<file path="src/rtl/i2c_slave_mem_arb_pkg.sv">
// Shared definitions for the I2C slave register-memory arbiter.
//  state_t : arbiter FSM states
//  tmr_w() : width of the access-timeout down-counter for a given timeout
package i2c_slave_mem_arb_pkg;

  typedef enum logic [2:0] {
    ST_IDLE  = 3'd0,
    ST_GNT_A = 3'd1,
    ST_GNT_B = 3'd2,
    ST_WP_A  = 3'd3,
    ST_DONE  = 3'd4
  } state_t;

  // The counter is loaded with timeout-1, so clog2(timeout) bits suffice.
  // Keep at least one bit for tiny timeouts.
  function automatic int tmr_w(input int timeout);
    return (timeout <= 2) ? 1 : $clog2(timeout);
  endfunction

endpackage

</file>
<file path="src/rtl/i2c_slave_arb_timer.sv">
// Loadable down-counter that bounds one memory access.
//  clk, rst_n : clock, async active-low reset
//  clr        : force count to 0 (dominates load)
//  load       : load load_val (start of an access)
//  load_val   : initial count
//  run        : count down this cycle (memory request active)
//  expire     : run is high and the count has reached 0 (last allowed cycle)
module i2c_slave_arb_timer #(
  parameter int W = 4
) (
  input  logic         clk,
  input  logic         rst_n,
  input  logic         clr,
  input  logic         load,
  input  logic [W-1:0] load_val,
  input  logic         run,
  output logic         expire
);

  logic [W-1:0] cnt;

  always_ff @(posedge clk or negedge rst_n) begin
    if (!rst_n)                    cnt <= '0;
    else if (clr)                  cnt <= '0;
    else if (load)                 cnt <= load_val;
    else if (run && cnt != '0)     cnt <= cnt - 1'b1;
  end

  assign expire = run && (cnt == '0);

endmodule

</file>
<file path="src/rtl/i2c_slave_mem_arb.sv">
// Two-requester arbiter in front of the I2C slave register memory.
//  Port A (a_*) : I2C slave bus side, subject to write protect (wp)
//  Port B (b_*) : local host side, never write protected
//  Memory (m_*) : single shared addr/wdata/wr/en/ack port
//  busy         : FSM not idle
// A has priority, but after P_A_BURST back-to-back A grants with B waiting,
// B gets the next grant. Every access is bounded by P_TIMEOUT cycles of m_en.
module i2c_slave_mem_arb
  import i2c_slave_mem_arb_pkg::*;
#(
  parameter int P_ADDR_LEN = 8,
  parameter int P_A_BURST  = 4,
  parameter int P_TIMEOUT  = 16
) (
  input  logic                  clk,
  input  logic                  rst_n,
  input  logic [P_ADDR_LEN-1:0] a_addr,
  input  logic [7:0]            a_wdata,
  input  logic                  a_wr,
  input  logic                  a_en,
  output logic [7:0]            a_rdata,
  output logic                  a_ack,
  output logic                  a_err,
  input  logic [P_ADDR_LEN-1:0] b_addr,
  input  logic [7:0]            b_wdata,
  input  logic                  b_wr,
  input  logic                  b_en,
  output logic [7:0]            b_rdata,
  output logic                  b_ack,
  output logic                  b_err,
  input  logic                  wp,
  output logic [P_ADDR_LEN-1:0] m_addr,
  output logic [7:0]            m_wdata,
  output logic                  m_wr,
  output logic                  m_en,
  input  logic [7:0]            m_rdata,
  input  logic                  m_ack,
  output logic                  busy
);

  localparam int TW = tmr_w(P_TIMEOUT);
  localparam int SW = $clog2(P_A_BURST + 1);
  localparam logic [SW-1:0] BURST   = SW'(P_A_BURST);
  localparam logic [TW-1:0] TMR_LD  = TW'(P_TIMEOUT - 1);

  state_t        state, state_nxt;
  logic [SW-1:0] a_streak;
  logic          gnt_a, gnt_b, a_blocked, mem_start, tmr_exp;

  // ---------------- FSM ----------------
  always_ff @(posedge clk or negedge rst_n) begin
    if (!rst_n) state <= ST_IDLE;
    else        state <= state_nxt;
  end

  always_comb begin
    state_nxt = state;
    gnt_a     = 1'b0;
    gnt_b     = 1'b0;
    a_blocked = a_wr && wp;
    m_en      = (state == ST_GNT_A) || (state == ST_GNT_B);
    busy      = (state != ST_IDLE);
    case (state)
      ST_IDLE: begin
        // A wins unless it has used up its burst allowance while B waits
        if (a_en && (!b_en || a_streak != BURST)) gnt_a = 1'b1;
        else if (b_en)                            gnt_b = 1'b1;
        if (gnt_a)      state_nxt = a_blocked ? ST_WP_A : ST_GNT_A;
        else if (gnt_b) state_nxt = ST_GNT_B;
      end
      ST_GNT_A, ST_GNT_B: if (m_ack || tmr_exp) state_nxt = ST_DONE;
      ST_WP_A:            state_nxt = ST_DONE;
      ST_DONE:            state_nxt = ST_IDLE;
      default:            state_nxt = ST_IDLE;
    endcase
  end

  // Grant that actually drives the memory (a write-protected A grant does not)
  assign mem_start = (gnt_a && !a_blocked) || gnt_b;

  i2c_slave_arb_timer #(.W(TW)) u_timer (
    .clk      (clk),
    .rst_n    (rst_n),
    .clr      (state == ST_DONE),
    .load     (mem_start),
    .load_val (TMR_LD),
    .run      (m_en),
    .expire   (tmr_exp)
  );

  // ---------------- fairness streak ----------------
  always_ff @(posedge clk or negedge rst_n) begin
    if (!rst_n) a_streak <= '0;
    else if (state == ST_IDLE) begin
      if (gnt_b || !b_en)                 a_streak <= '0;
      else if (gnt_a && a_streak != BURST) a_streak <= a_streak + 1'b1;
    end
  end

  // ---------------- memory request latch ----------------
  // Captured at grant so requester changes mid-access are ignored.
  always_ff @(posedge clk or negedge rst_n) begin
    if (!rst_n) begin
      m_addr  <= '0;
      m_wdata <= '0;
      m_wr    <= 1'b0;
    end else if (mem_start) begin
      m_addr  <= gnt_a ? a_addr  : b_addr;
      m_wdata <= gnt_a ? a_wdata : b_wdata;
      m_wr    <= gnt_a ? a_wr    : b_wr;
    end
  end

  // ---------------- responses ----------------
  // ack/err are single-cycle pulses landing in DONE; rdata holds until the
  // port's next ack. m_ack takes priority over a coincident timeout.
  always_ff @(posedge clk or negedge rst_n) begin
    if (!rst_n) begin
      a_ack <= 1'b0; a_err <= 1'b0; a_rdata <= '0;
      b_ack <= 1'b0; b_err <= 1'b0; b_rdata <= '0;
    end else begin
      a_ack <= 1'b0; a_err <= 1'b0;
      b_ack <= 1'b0; b_err <= 1'b0;
      case (state)
        ST_GNT_A:
          if (m_ack) begin
            a_ack <= 1'b1; a_rdata <= m_wr ? 8'h00 : m_rdata;
          end else if (tmr_exp) begin
            a_ack <= 1'b1; a_err <= 1'b1; a_rdata <= 8'hFF;
          end
        ST_GNT_B:
          if (m_ack) begin
            b_ack <= 1'b1; b_rdata <= m_wr ? 8'h00 : m_rdata;
          end else if (tmr_exp) begin
            b_ack <= 1'b1; b_err <= 1'b1; b_rdata <= 8'hFF;
          end
        ST_WP_A: begin
          a_ack <= 1'b1; a_err <= 1'b1; a_rdata <= 8'h00;
        end
        default: ;
      endcase
    end
  end

endmodule

</file>
<file path="config.mk">
export PLATFORM = sky130hd
export DESIGN_NAME = i2c_slave_mem_arb
export DESIGN_NICKNAME = d
export VERILOG_FILES = /design/src/rtl/i2c_slave_mem_arb_pkg.sv /design/src/rtl/i2c_slave_arb_timer.sv /design/src/rtl/i2c_slave_mem_arb.sv
export SDC_FILE = /design/constraint.sdc
export NUM_CORES = 1
export LEC_CHECK = 0
export CAP_MARGIN = 25
export CORE_MARGIN = 2
export CORE_UTILIZATION = 42
export DETAILED_ROUTE_END_ITERATION = 12
export GPL_ROUTABILITY_DRIVEN = 0
export PLACE_DENSITY = 0.89
export SYNTH_ARGS = -nofsm -noshare
export SYNTH_HDL_FRONTEND = slang
export SYNTH_HIERARCHICAL = 1
export SYNTH_SLANG_ARGS = --single-unit
</file>
<file path="constraint.sdc">
create_clock -name clk -period 2.16 [get_ports clk]
set_input_delay 0.648 -clock clk [delete_from_list [all_inputs] [get_ports clk]]
set_output_delay 0.648 -clock clk [all_outputs]
set_load 0.005 [all_outputs]
</file>
==> metrics.txt <==
# TYPE chip_impl_metric gauge
chip_impl_metric{name="worst-endpoint-required",unit="ps"} 2390
chip_impl_metric{name="drv.max_cap_violation_count",unit=""} 0
chip_impl_metric{name="floorplan.die_area",unit="mm^2"} 0.00711
chip_impl_metric{name="area.growth.synth_to_final",unit="%"} 43.6
chip_impl_metric{name="worstPathArrival",unit="ps"} 2320
chip_impl_info{name="ys_top_cells_by_count",value="47 x sky130_fd_sc_hd__dfrtp_1, 26 x sky130_fd_sc_hd__nand2b_1, 21 x sky130_fd_sc_hd__nand2_1, 17 x sky130_fd_sc_hd__nand4_1, 17 x sky130_fd_sc_hd__o211ai_1"} 1
chip_impl_metric{name="edff_count_synth",unit=""} 0
chip_impl_metric{name="fin_skew",unit="ps"} 13.9
chip_impl_info{name="yosysTopAreaCell",value="sky130_fd_sc_hd__dfrtp_1"} 1
chip_impl_info{name="synth-main-ff-cell",value="sky130_fd_sc_hd__dfrtp_1"} 1
chip_impl_metric{name="yosys_warnings",unit=""} 6
chip_impl_metric{name="p_leak",unit="nW"} 1.63
chip_impl_metric{name="remaining_drc_errors",unit=""} 0
chip_impl_metric{name="cts_hold_buf",unit=""} 0
chip_impl_metric{name="cts_sinks",unit=""} 47
chip_impl_metric{name="gr-usage-all-layers",unit="%"} 20.7
chip_impl_info{name="endpoint_kind",value="flip-flop"} 1
chip_impl_info{name="start_point_of_the_critical_path",value="a_en"} 1
chip_impl_metric{name="synth_register_bits",unit=""} 47
chip_impl_metric{name="nFillCells",unit=""} 490
chip_impl_metric{name="setup_viol_count_final",unit=""} 0
chip_impl_metric{name="number_of_h_tree_branching_levels",unit=""} 2
chip_impl_metric{name="ys_seq_area_share",unit="%"} 43.4
chip_impl_metric{name="global_route_wire_length_before_repair",unit="um"} 12100
chip_impl_metric{name="floorplan.io_pins",unit=""} 87
chip_impl_info{name="critical_path.reg2reg.startpoint",value="state[0]$_DFFE_PN0P_"} 1
chip_impl_metric{name="maxSlewViolCount",unit=""} 0
chip_impl_metric{name="max-slew-margin-rel",unit="%"} 60.2
chip_impl_info{name="cpMaxStageDelayCell",value="sky130_fd_sc_hd__clkdlybuf4s50_1"} 1
chip_impl_metric{name="initial_utilization",unit="%"} 43.2
chip_impl_metric{name="core-area",unit="mm^2"} 0.00628
chip_impl_info{name="timing.rr.end",value="u_timer/cnt[0]$_DFFE_PN0P_"} 1
chip_impl_metric{name="grt_pass1_vias",unit=""} 2553
chip_impl_metric{name="synthesis.area",unit="mm^2"} 0.00271
chip_impl_metric{name="period_share",unit="%"} 96.6
chip_impl_metric{name="worstMarginPinSlew",unit="ps"} 597
chip_impl_metric{name="regToRegSetupSlack",unit="ps"} 190
chip_impl_info{name="synth_area_leaders",value="sky130_fd_sc_hd__dfrtp_1 43%, sky130_fd_sc_hd__nand2b_1 6.0%, sky130_fd_sc_hd__mux2_4 5.0%"} 1
chip_impl_metric{name="cts_buffers",unit=""} 5
chip_impl_metric{name="post_dr_wirelength_cell",unit="um"} 16.1
chip_impl_info{name="main_combinational_cell_family_by_area_after_synthesis",value="simple AND/OR/NAND/NOR gates"} 1
chip_impl_metric{name="vias",unit=""} 2449
chip_impl_info{name="tritoncts",value="yes"} 1
chip_impl_metric{name="synth-compound-area-share",unit="%"} 19.4
chip_impl_metric{name="critPathMaxFanout",unit=""} 4
chip_impl_metric{name="antennaDiodeCount",unit=""} 0
chip_impl_metric{name="synthMuxAreaShare",unit="%"} 8.68
chip_impl_metric{name="post-route-min-period",unit="ps"} 2090
chip_impl_metric{name="hold_viol",unit=""} 0
chip_impl_metric{name="detail-route-antenna-nets",unit=""} 0
chip_impl_metric{name="drt-total-wl",unit="um"} 7060
chip_impl_metric{name="antenna_found_initial",unit=""} 0
chip_impl_info{name="timing.hold.worst.class",value="in2async"} 1
chip_impl_metric{name="synth_top_area_share",unit="%"} 43.4
chip_impl_metric{name="reg2reg_depth",unit=""} 8
chip_impl_metric{name="worst_ir_drop_vdd",unit="uV"} 829
chip_impl_metric{name="row_count",unit=""} 29
chip_impl_metric{name="fmaxAchievable",unit="MHz"} 479
chip_impl_info{name="yosys.cell_count.top_type",value="sky130_fd_sc_hd__dfrtp_1"} 1
chip_impl_metric{name="routed_via_density",unit=""} 5.59
chip_impl_metric{name="worst_setup_hold_path_clk_slew",unit="ps"} 100
chip_impl_info{name="grt_setup_unrepaired",value="false"} 1
chip_impl_metric{name="timing.critical_path.slowest_cell_delay",unit="ps"} 470
chip_impl_info{name="critical_path.startpoint_type",value="primary input"} 1
chip_impl_info{name="status",value="finished clean"} 1
chip_impl_info{name="worstPathCellList",value="clkdlybuf4s50_1, a21bo_2, a32oi_4, inv_1, buf_4, a2111oi_4, a211o_1"} 1
chip_impl_metric{name="synth_simple_gate_area_share",unit="%"} 20.4
chip_impl_metric{name="syn_avg_cell_area",unit="um^2"} 10.5
chip_impl_info{name="clock-root-buffer",value="sky130_fd_sc_hd__clkbuf_8"} 1
chip_impl_metric{name="dpl.hpwl",unit="um"} 5370
chip_impl_metric{name="netlist_instances",unit=""} 258
chip_impl_info{name="worstSetupPathType",value="in2reg"} 1
chip_impl_metric{name="first_pass_iteration_count_of_the_detailed_router",unit=""} 4
chip_impl_metric{name="io_buffers",unit=""} 86
chip_impl_metric{name="multi_input_gate_area_in_the_final_layout",unit="mm^2"} 0.00140
chip_impl_metric{name="cell_pwr_density",unit="mW/mm^2"} 1250
chip_impl_metric{name="ys_async_sr_fraction",unit="%"} 100
chip_impl_metric{name="pnr_total_power",unit="mW"} 4.85
chip_impl_metric{name="area.sequential",unit="mm^2"} 0.00118
chip_impl_metric{name="synth_fa_ha_area_share",unit="%"} 1.85
chip_impl_metric{name="layout-drive-gt1-share",unit="%"} 19.9
chip_impl_metric{name="clk_path_buf_depth",unit=""} 2
chip_impl_metric{name="post_synth_xor_area_fraction",unit="%"} 0.323
chip_impl_metric{name="ys_types",unit=""} 47
chip_impl_metric{name="dieHeight",unit="um"} 84.3
chip_impl_metric{name="gr_ovfl_total",unit=""} 0
chip_impl_metric{name="clk_latency",unit="ps"} 300
chip_impl_metric{name="die-width",unit="um"} 84.3
chip_impl_metric{name="fin_util",unit="%"} 62.0
chip_impl_metric{name="grt_start_max_net_pins",unit=""} 48
chip_impl_metric{name="drt-initial-drc-count",unit=""} 90
chip_impl_metric{name="layout.nets",unit=""} 412
==> how the worst max path moves through the flow <==
stage	end	slack, ps	cells past startpoint
after floorplan	u_timer/cnt[0]$_DFFE_PN0P_	50	7
after global placement	u_timer/cnt[1]$_DFFE_PN0P_	-120	7
after detailed placement	u_timer/cnt[1]$_DFFE_PN0P_	-230	7
after CTS	u_timer/cnt[1]$_DFFE_PN0P_	70	7
after global routing	u_timer/cnt[1]$_DFFE_PN0P_	6	7
final	u_timer/cnt[1]$_DFFE_PN0P_	70	7
==> registers in the layout (all words and copies together), names as in the netlist <==
| signal | cells |
|---|---|
| a_ack | 1 |
| a_rdata | 8 |
| m_addr | 8 |
| u_timer/cnt | 4 |
| a_err | 1 |
| m_wr | 1 |
| m_wdata | 8 |
| state | 3 |
| b_rdata | 8 |
| b_ack | 1 |
| b_err | 1 |
| a_streak | 3 |
==> per-stage QoR <==
stage	worst slack (ps)	area [um^2]	cells	TNS, ps	hold slack (ps)
after floorplan	48.8	2720	261	0	352
after global placement	-118	3780	429	-1320	495
after detailed placement	-233	3780	429	-2330	492
after CTS	67.7	3880	438	0	444
after global routing	6.11	3890	438	0	478
final	73.0	3890	438	0	420
==> cells in the final DEF (no fill, tap or decap), types with 3 or more instances in the layout <==
cell / count
sky130_fd_sc_hd__o211ai_1: 17
sky130_fd_sc_hd__mux2_2: 8
sky130_fd_sc_hd__clkbuf_8: 5
sky130_fd_sc_hd__nor3_1: 4
sky130_fd_sc_hd__a2bb2oi_1: 9
sky130_fd_sc_hd__dfrtp_1: 46
sky130_fd_sc_hd__a211o_1: 3
sky130_fd_sc_hd__nand2_1: 21
sky130_fd_sc_hd__nand4_1: 17
sky130_fd_sc_hd__conb_1: 4
sky130_fd_sc_hd__ha_1: 4
sky130_fd_sc_hd__nand2b_1: 26
sky130_fd_sc_hd__clkdlybuf4s50_1: 83
sky130_fd_sc_hd__mux2_4: 9
sky130_fd_sc_hd__buf_4: 28
sky130_fd_sc_hd__a21oi_1: 9
sky130_fd_sc_hd__nor2_1: 5
sky130_fd_sc_hd__a311oi_1: 8
sky130_fd_sc_hd__inv_1: 10
sky130_fd_sc_hd__and3_1: 3
sky130_fd_sc_hd__and3_2: 3
==> kinds of logic (layout without fill, tap and decap cells) <==
logic type,count (synthesis),after routing
mux,18,18
other cells,1,4
flops,47,47
xor+xnor,1,1
compound gates,61,61
fa+ha+maj,4,4
simple gates,92,92
buf+inv,34,134
==> worst max-delay path, delay by kind of cell <==
family | cells | cell delay [ps]
compound gates | 4 | 870
buf+inv | 3 | 790
==> final cells by class <==
type	count	share of cell area [%]
tap	77	2.48
clock inverter	2	0.418
inverter	11	1.06
sequential	47	30.3
multi-input combinational	180	36.1
timing repair buffer	115	27.8
clock buffer	6	1.86
==> metal layers <==
| metal | share of wire (%) | wire length [um] | global-route usage [%] | vias up |
|---|---|---|---|---|
| met3 | 5.7 | 402 | 4.23 | 12 |
| met5 | 0 | 0 | 0 | - |
| met4 | 1.3 | 95 | 4.69 | 0 |
| li1 | - | - | - | 1155 |
| met1 | 41 | 2910 | 26.9 | 1207 |
| met2 | 52 | 3650 | 35.6 | 75 |
==> report_power, final <==
group	switching, mW	internal [mW]
sequential	0.282	1.29
combinational	1.12	1.61
clock	0.307	0.233
==> what timing repair did <==
item | 4_1_cts | 5_1_grt
setup buffers | 1 | 0
endpoints found under the setup margin | 2 | 6
endpoints found under the hold margin | 0 | 0
gates cloned | 0 | 0
resized for setup | 3 | 3
pin swaps | 1 | 0
Note: power is estimated with default switching activity, not from simulation.
